<file path="src/rtl/led_panel_receiver.sv">
// HUB75-style LED panel bus receiver: samples the panel bus, rebuilds one 64-column row
// and decodes FM6126 register writes from latch pulse lengths.
module led_panel_receiver #(
    parameter int unsigned MIN_OVERSAMPLE = 4
) (
    input  logic        clk,
    input  logic        reset,
    input  logic [15:0] LED_PANEL,
    input  logic [5:0]  rd_x,
    output logic [2:0]  rd_rgb0,
    output logic [2:0]  rd_rgb1,
    output logic [4:0]  row_addr,
    output logic        row_valid,
    output logic        err_cols,
    output logic        err_latch,
    output logic [15:0] reg1,
    output logic [15:0] reg2,
    output logic [1:0]  reg_wr,
    output logic        blank_q
);

    localparam int unsigned NCOLS   = 64;
    localparam int unsigned PIX_W   = 6;
    localparam int unsigned REG_W   = 16;
    localparam int unsigned COL_W   = 7;
    localparam int unsigned LAT_W   = 5;
    localparam int unsigned LAT_REG1 = 11;
    localparam int unsigned LAT_REG2 = 12;

    if (MIN_OVERSAMPLE < 2) begin : g_param_check
        $error("MIN_OVERSAMPLE must be at least 2");
    end

    typedef enum logic [1:0] {IDLE, SHIFT, LATCH} state_t;

    state_t             state_q;
    state_t             state_d;
    logic [15:0]        s1;
    logic [15:0]        s2;
    logic [15:0]        s2_d;
    logic [PIX_W-1:0]   shift_buf [NCOLS];
    logic [PIX_W-1:0]   lat_buf   [NCOLS];
    logic [REG_W-1:0]   reg_sr;
    logic [COL_W-1:0]   col_cnt;
    logic [LAT_W-1:0]   lat_cnt;
    logic               sclk_rise_c;
    logic               latch_rise_c;
    logic               latch_fall_c;
    logic               eval_c;
    logic [4:0]         addr_s;
    logic [PIX_W-1:0]   pix_s;
    logic               unused_bits;

    assign sclk_rise_c  = s2[14] & ~s2_d[14];
    assign latch_rise_c = s2[13] & ~s2_d[13];
    assign latch_fall_c = ~s2[13] & s2_d[13];
    assign addr_s       = {s2[15], s2[11:8]};
    assign pix_s        = {s2[6:4], s2[2:0]};
    assign blank_q      = s2[12];
    assign unused_bits  = ^{s2[3], s2[7], s2_d[15], s2_d[12:0]};

    assign rd_rgb0 = lat_buf[rd_x][2:0];
    assign rd_rgb1 = lat_buf[rd_x][5:3];

    // State register
    always_ff @(posedge clk) begin
        if (reset) begin
            state_q <= IDLE;
        end else begin
            state_q <= state_d;
        end
    end

    // Next state; eval_c marks the cycle a latch pulse is judged
    always_comb begin
        state_d = state_q;
        eval_c  = 1'b0;
        unique case (state_q)
            IDLE: begin
                if (latch_rise_c) begin
                    state_d = LATCH;
                end else if (sclk_rise_c && !s2[13]) begin
                    state_d = SHIFT;
                end
            end
            SHIFT: begin
                if (latch_rise_c) begin
                    state_d = LATCH;
                end
            end
            LATCH: begin
                if (latch_fall_c) begin
                    eval_c  = 1'b1;
                    state_d = sclk_rise_c ? SHIFT : IDLE;
                end
            end
            default: state_d = IDLE;
        endcase
    end

    // Synchronizer, shift path, counters and latch evaluation
    always_ff @(posedge clk) begin
        if (reset) begin
            s1        <= '0;
            s2        <= '0;
            s2_d      <= '0;
            shift_buf <= '{default: '0};
            lat_buf   <= '{default: '0};
            reg_sr    <= '0;
            col_cnt   <= '0;
            lat_cnt   <= '0;
            row_addr  <= '0;
            reg1      <= '0;
            reg2      <= '0;
            row_valid <= 1'b0;
            err_cols  <= 1'b0;
            err_latch <= 1'b0;
            reg_wr    <= '0;
        end else begin
            s1        <= LED_PANEL;
            s2        <= s1;
            s2_d      <= s2;
            row_valid <= 1'b0;
            err_cols  <= 1'b0;
            err_latch <= 1'b0;
            reg_wr    <= '0;

            if (sclk_rise_c) begin
                for (int i = 0; i < NCOLS - 1; i++) begin
                    shift_buf[i] <= shift_buf[i+1];
                end
                shift_buf[NCOLS-1] <= pix_s;
                reg_sr <= {reg_sr[REG_W-2:0], s2[0]};
            end

            if (eval_c) begin
                // A coincident sclk rise belongs to the next row
                col_cnt <= sclk_rise_c ? COL_W'(1) : '0;
                lat_cnt <= '0;
                case (lat_cnt)
                    LAT_W'(0): begin
                        lat_buf   <= shift_buf;
                        row_addr  <= addr_s;
                        row_valid <= 1'b1;
                        err_cols  <= (col_cnt != COL_W'(NCOLS));
                    end
                    LAT_W'(LAT_REG1): begin
                        reg1   <= reg_sr;
                        reg_wr <= 2'b01;
                    end
                    LAT_W'(LAT_REG2): begin
                        reg2   <= reg_sr;
                        reg_wr <= 2'b10;
                    end
                    default: err_latch <= 1'b1;
                endcase
            end else if (sclk_rise_c) begin
                if (s2[13]) begin
                    if (lat_cnt != '1) lat_cnt <= lat_cnt + LAT_W'(1);
                end else begin
                    if (col_cnt != '1) col_cnt <= col_cnt + COL_W'(1);
                end
            end
        end
    end

endmodule

</file>
<file path="config.mk">
export PLATFORM = sky130hd
export DESIGN_NAME = led_panel_receiver
export DESIGN_NICKNAME = d
export VERILOG_FILES = /design/src/rtl/led_panel_receiver.sv
export SDC_FILE = /design/constraint.sdc
export NUM_CORES = 2
export LEC_CHECK = 0
export BUFFER_PORTS_ARGS = -buffer_cell sky130_fd_sc_hd__buf_2
export CORE_ASPECT_RATIO = 0.5
export CORE_MARGIN = 3
export CORE_UTILIZATION = 60
export CTS_CLUSTER_SIZE = 28
export DETAILED_ROUTE_END_ITERATION = 7
export HOLD_SLACK_MARGIN = 0.1
export MAX_ROUTING_LAYER = met4
export PLACE_DENSITY = 0.85
export SKIP_LAST_GASP = 1
export SLEW_MARGIN = 20
export SYNTH_ARGS = -nofsm -noshare
export SYNTH_HDL_FRONTEND = slang
export SYNTH_SLANG_ARGS = --single-unit
</file>
<file path="constraint.sdc">
create_clock -name clk -period 5.54 [get_ports clk]
set_input_delay 0.831 -clock clk [delete_from_list [all_inputs] [get_ports clk]]
set_output_delay 0.831 -clock clk [all_outputs]
set_load 0.02 [all_outputs]
</file>
# [Yosys cells after proc, flatten, opt, wreduce, memory -nomap -nowiden]
# Index checks and enable logic that the tools add are counted.
# Widths: inputs -> output; s select.
[word_totals] regBits=887 input_bits=24 output_inout_bits=49 wordCells=200
[classes] addsub=2 order_cmp=1 eq_ne=11 mux=19 bitwise=9 n_reduce_logical=16
[ops] operator="$bmux 6 s6" n=1
[ops] operator="$mux 7" n=4
[ops] operator="$ne 7x7->1 const B" n=2
[ops] operator="$mux 6" n=2
[ops] operator="$eq 5x4->1 const B" n=2
[ops] operator="$reduce_and 3->1" n=3
[ops] operator="$mux 2" n=4
[ops] operator="$add 7x1->7 const B" n=1
[ops] operator="$ge 7x7->1 const B" n=1
[ops] operator="$not 6->7" n=1
[ops] operator="$mux 1" n=6
[ops] operator="$pmux 2 s3" n=1
[ops] operator="$reduce_and 2->1" n=3
[ops] operator="$reduce_or 3->1" n=2
[ops] operator="$add 5x1->5 const B" n=1
[ops] operator="$logic_not 5->1" n=1
[ops] operator="$ne 5x5->1 const B" n=1
[ops] operator="$not 1->1" n=5
[ops] operator="$ne 2x2->1 const B" n=2
[ops] operator="$pmux 2 s2" n=1
[ops] operator="$reduce_bool 2->1" n=2
[ops] operator="$reduce_or 2->1" n=2
[ops] operator="$and 1x1->1" n=3
[ops] operator="$ne 3x3->1 const B" n=1
[ops] operator="other kinds (6)" n=6

# [Longest topological paths before layout]
[logic_depth] depth_word=6 depth_mapped=9 mapped_depth_nobuf=7

# [Worst setup path after synthesis]
# OpenSTA, ideal clock, no wires.
[synth_path] kind="input-to-output" start="input port rd_x[2]" end="output port rd_rgb0[1]" arrival_ns=2.521 t_required_ns=4.709 slack_ns=2.188 stages=6 n_path_buf=4 cell_sequence="buf_2 -> buf_2 -> clkbuf_1 -> buf_2 -> a211oi_1 -> o41ai_1"
[synth_via] elab_chain_cells=4
[synth_rtl] item="from (decl)" line_no="9" text="input logic [5:0] rd_x,"
[synth_rtl] item="$not 6->7 (not written as such)" line_no="62" text="assign rd_rgb0 = lat_buf[rd_x][2:0];"
[synth_rtl] item="$bmux 6 s6" line_no="62"
[synth_rtl] item="$mux 6 (2 in a row)"
[synth_rtl] item="to (decl)" line_no="10" text="output logic [2:0] rd_rgb0,"
# No other way between the ends. The select of a mux whose other input is x is not followed.

# [Worst setup path in the final report]
[layout_path] start="input port rd_x[1]" end="output port rd_rgb0[1]"
# Same word-level chain as after synthesis.

==> results.yml <==
status:
  status: "finished, final reports clean"
synth:
  ys_seq_area_frac: 0.530
  syn_area_um2: 32200
  synthTopCellsByArea: "dfxtp_1 53%, nand2_1 18%, a21oi_1 12%, mux4_2 6.3%, clkbuf_1 2.3%"
  synth.avg_cell_area_um2: 8.30
  yosysWarnings: 0
  syn-num-nets: 3912
  netlist_instances: 3883
  synth_top_area_share: 0.530
  synth-edff-count: 0
  ys.flop_type: "dfxtp_1"
  ys_types: 52
  async_reset_ff_frac: 0
  ys_seq_elements: 854
  yosys.area.top_type: "dfxtp_1"
routing:
  antenna_left: 0
  routed_wl_um: 69500
  vias: 25700
  drc: 0
  vias_per_cell: 5.70
  avgRoutedWirePerCell_um: 15.4
  firstDrtPassIters: 5
  drtIter0Drc: 2725
floorplan:
  die_w_um: 334
  top_level_ports: 73
  core_area_um2: 52600
  initial_core_util: 0.613
  die_height_um: 170
  rows: 59
  dieArea_um2: 56700
finish:
  fin_cells: 4502
  drive_above_1_share: 0.0853
  fillers: 3897
  fin_nets: 3778
  area_delta_synth_final_pct: 8.39
  postLayoutCoreUtil: 0.665
worst_setup_path:
  rr_worst_depth: 7
  crit_start: "rd_x[1]"
  crit_type: "primary input to output pin"
  start_kind: "primary input"
  crit_path_max_fanout: 51
  r2r_end: "lat_buf[327]"
  cp.arrival_ns: 3.43
  worstPathRequired_ns: 4.71
  r2r_start: "s2[13]"
  worstSetupEndpointType: "output pin"
  rrSetupSlack_ns: 2.85
  endpoint: "rd_rgb0[1]"
job:
  maxCapViolations: 0
global_route:
  grtUsageTotal: 0.247
  grt_pass1_wl_um: 115000
  grt_max_degree: 248
  antenna_found_initial: 1
  grt_overflow: 0
  grt_pass1_vias: 24000
clock_network:
  cts_sinks: 854
  cts_buffers: 71
  cts_buffer_depth: 3
  clock_latency_ns: 0.60
  clk_pin_slew_ns: 0.07
  htreeDepth: 3
  post_cts.repair.setup_buffers: 0
  cts_tree: "done"
  hold_buffers: 0
  cts_resized: 0
  cts_root_buf: "clkbuf_16"
timing:
  fin_skew_ns: 0.0181
  fin_crit_ns: 4.26
  worstMarginPinSlew_ns: 1.09
  rsz0062_at_grt: "false"
  totalNegativeSetupSlack_ns: 0
  fin_crit_sh: 0.768
  relSlewSlack: 0.276
  finalSetupViolCount: 0
  max_freq_ghz: 0.235
  slew_viol_final: 0
  hold_viol: 0
pwr:
  p_switching_w: 0.00250
  power.leakage_nw: 11.3
  switching_share: 0.215
  clkPwrFrac: 0.438
  pwr-share-comb: 0.031
  p_seq_frac: 0.531
  powerDensity_nw_per_um2: 332
  p_int_w: 0.00910
  vdd_drop_max_uv: 231
place:
  dpl.hpwl_um: 37700
  place_inst: 4376
  port_buffers: 70
  gp_congestion: 0.789
hold_path:
  min_path_type: "flop to flop"
==> registers in the layout, summed over array words and instances (netlist names), 5 cells and up <==
| register | cells |
|---|---|
| col_cnt | 7 |
| lat_buf | 384 |
| lat_cnt | 5 |
| reg1 | 16 |
| reg2 | 16 |
| row_addr | 5 |
| s1 | 14 |
| s2 | 14 |
| shift_buf | 384 |
==> synthesized netlist by cell type (3+ instances only) <==
library cell  instances
nand2_1            1585
dfxtp_1             854
a21oi_1             797
clkbuf_1            201
mux4_2               90
buf_2                82
nor2b_1              43
nor2_1               41
mux2i_1              29
a211oi_1             11
buf_1                11
mux2_2               11
nand3_1              10
o22ai_1               9
o221ai_1              8
nand2b_1              7
a22oi_1               6
buf_6                 6
nand3b_1              6
buf_4                 5
ha_1                  5
inv_1                 5
nor3_1                5
o21ai_1               5
xor2_1                5
o21ai_0               4
a221oi_1              3
a31o_1                3
xnor2_1               3
==> placed cells by master, fill, tap and decap left out, types with 5 or more instances in the layout <==
cell       instances
nand2_1         1585
clkbuf_16         75
o22ai_1            9
o221ai_1           8
buf_12            14
a21oi_1          797
nor2b_1           42
o21ai_1            5
inv_1              5
nor2_1            40
nand2b_1           5
xor2_1             5
dfxtp_1          854
mux2_2            11
nor3_1             5
buf_4             17
clkbuf_8          15
ha_1               5
clkbuf_1          14
mux2i_1           29
mux4_2            90
buf_2             67
clkinv_2          11
nand3b_1           6
a22oi_1            6
nand3_1           10
a211oi_1          11
==> per-layer routing <==
layer  share of wire  GRT usage  vias to the layer above
met5               0          -                        -
met4           0.023     0.0774                        0
met3           0.055     0.0393                      125
met2            0.48      0.401                      723
met1            0.44      0.321                    12300
li1                -          -                    12500
==> critical path: stages <==
cell     delay [ns]
buf_4          0.63
buf_4          0.46
mux4_2         0.26
mux2_2         0.18
o21ai_0        0.09
o41ai_1        0.66
buf_2          0.29
==> through the flow <==
stage	hold slack [ns]	cell area, µm²	worst slack, ns	total power, W
2_1_floorplan	0.414	32200	2.19	0.00656
3_3_place_gp	0.415	32600	1.29	0.00665
3_5_place_dp	0.425	32600	1.20	0.00665
4_1_cts	0.417	34900	1.19	0.0117
5_1_grt	0.422	34900	1.14	0.0119
6_report	0.433	34900	1.28	0.0116
==> power groups by stage <==
stage	Combinational (W)	Sequential, W	Clock (W)
after floorplan	0.000266	0.00629	0
after global placement	0.000354	0.00629	0
after detailed placement	0.000357	0.00629	0
after CTS	0.000359	0.00615	0.00514
after global routing	0.000387	0.00615	0.00537
final	0.000362	0.00615	0.00508
==> area by class of cell <==
class,count,area [µm²],area share
inverters,5,18.8,0.000537
multi-input cells,2716,13800,0.395
well taps,701,877,0.0251
clock buffers,104,2140,0.0611
diodes,1,2.50,0.0000716
clock inverters,20,218,0.00623
flip-flops and latches,854,17100,0.489
repair buffers,101,797,0.0228
==> how the worst min path moves through the flow <==
stage,startpoint,end,slack [ns],depth (start not counted)
3_3_place_gp,s1[15],s2[15],0.42,1
6_report,s2[6],shift_buf[5],0.43,2
4_1_cts,LED_PANEL[15],s1[15],0.42,2
2_1_floorplan,s1[0],s2[0],0.41,1
3_5_place_dp,s2[4],shift_buf[3],0.42,2
5_1_grt,LED_PANEL[13],s1[13],0.42,2
==> cells by family after synthesis <==
| family | synth area share |
|---|---|
| buf+inv | 0.0428 |
| xor+xnor | 0.00217 |
| simple gates | 0.207 |
| flops | 0.530 |
| compound gates | 0.139 |
| mux | 0.0774 |
| fa+ha+maj | 0.00194 |
No activity file was read; power rests on OpenSTA's default activity.
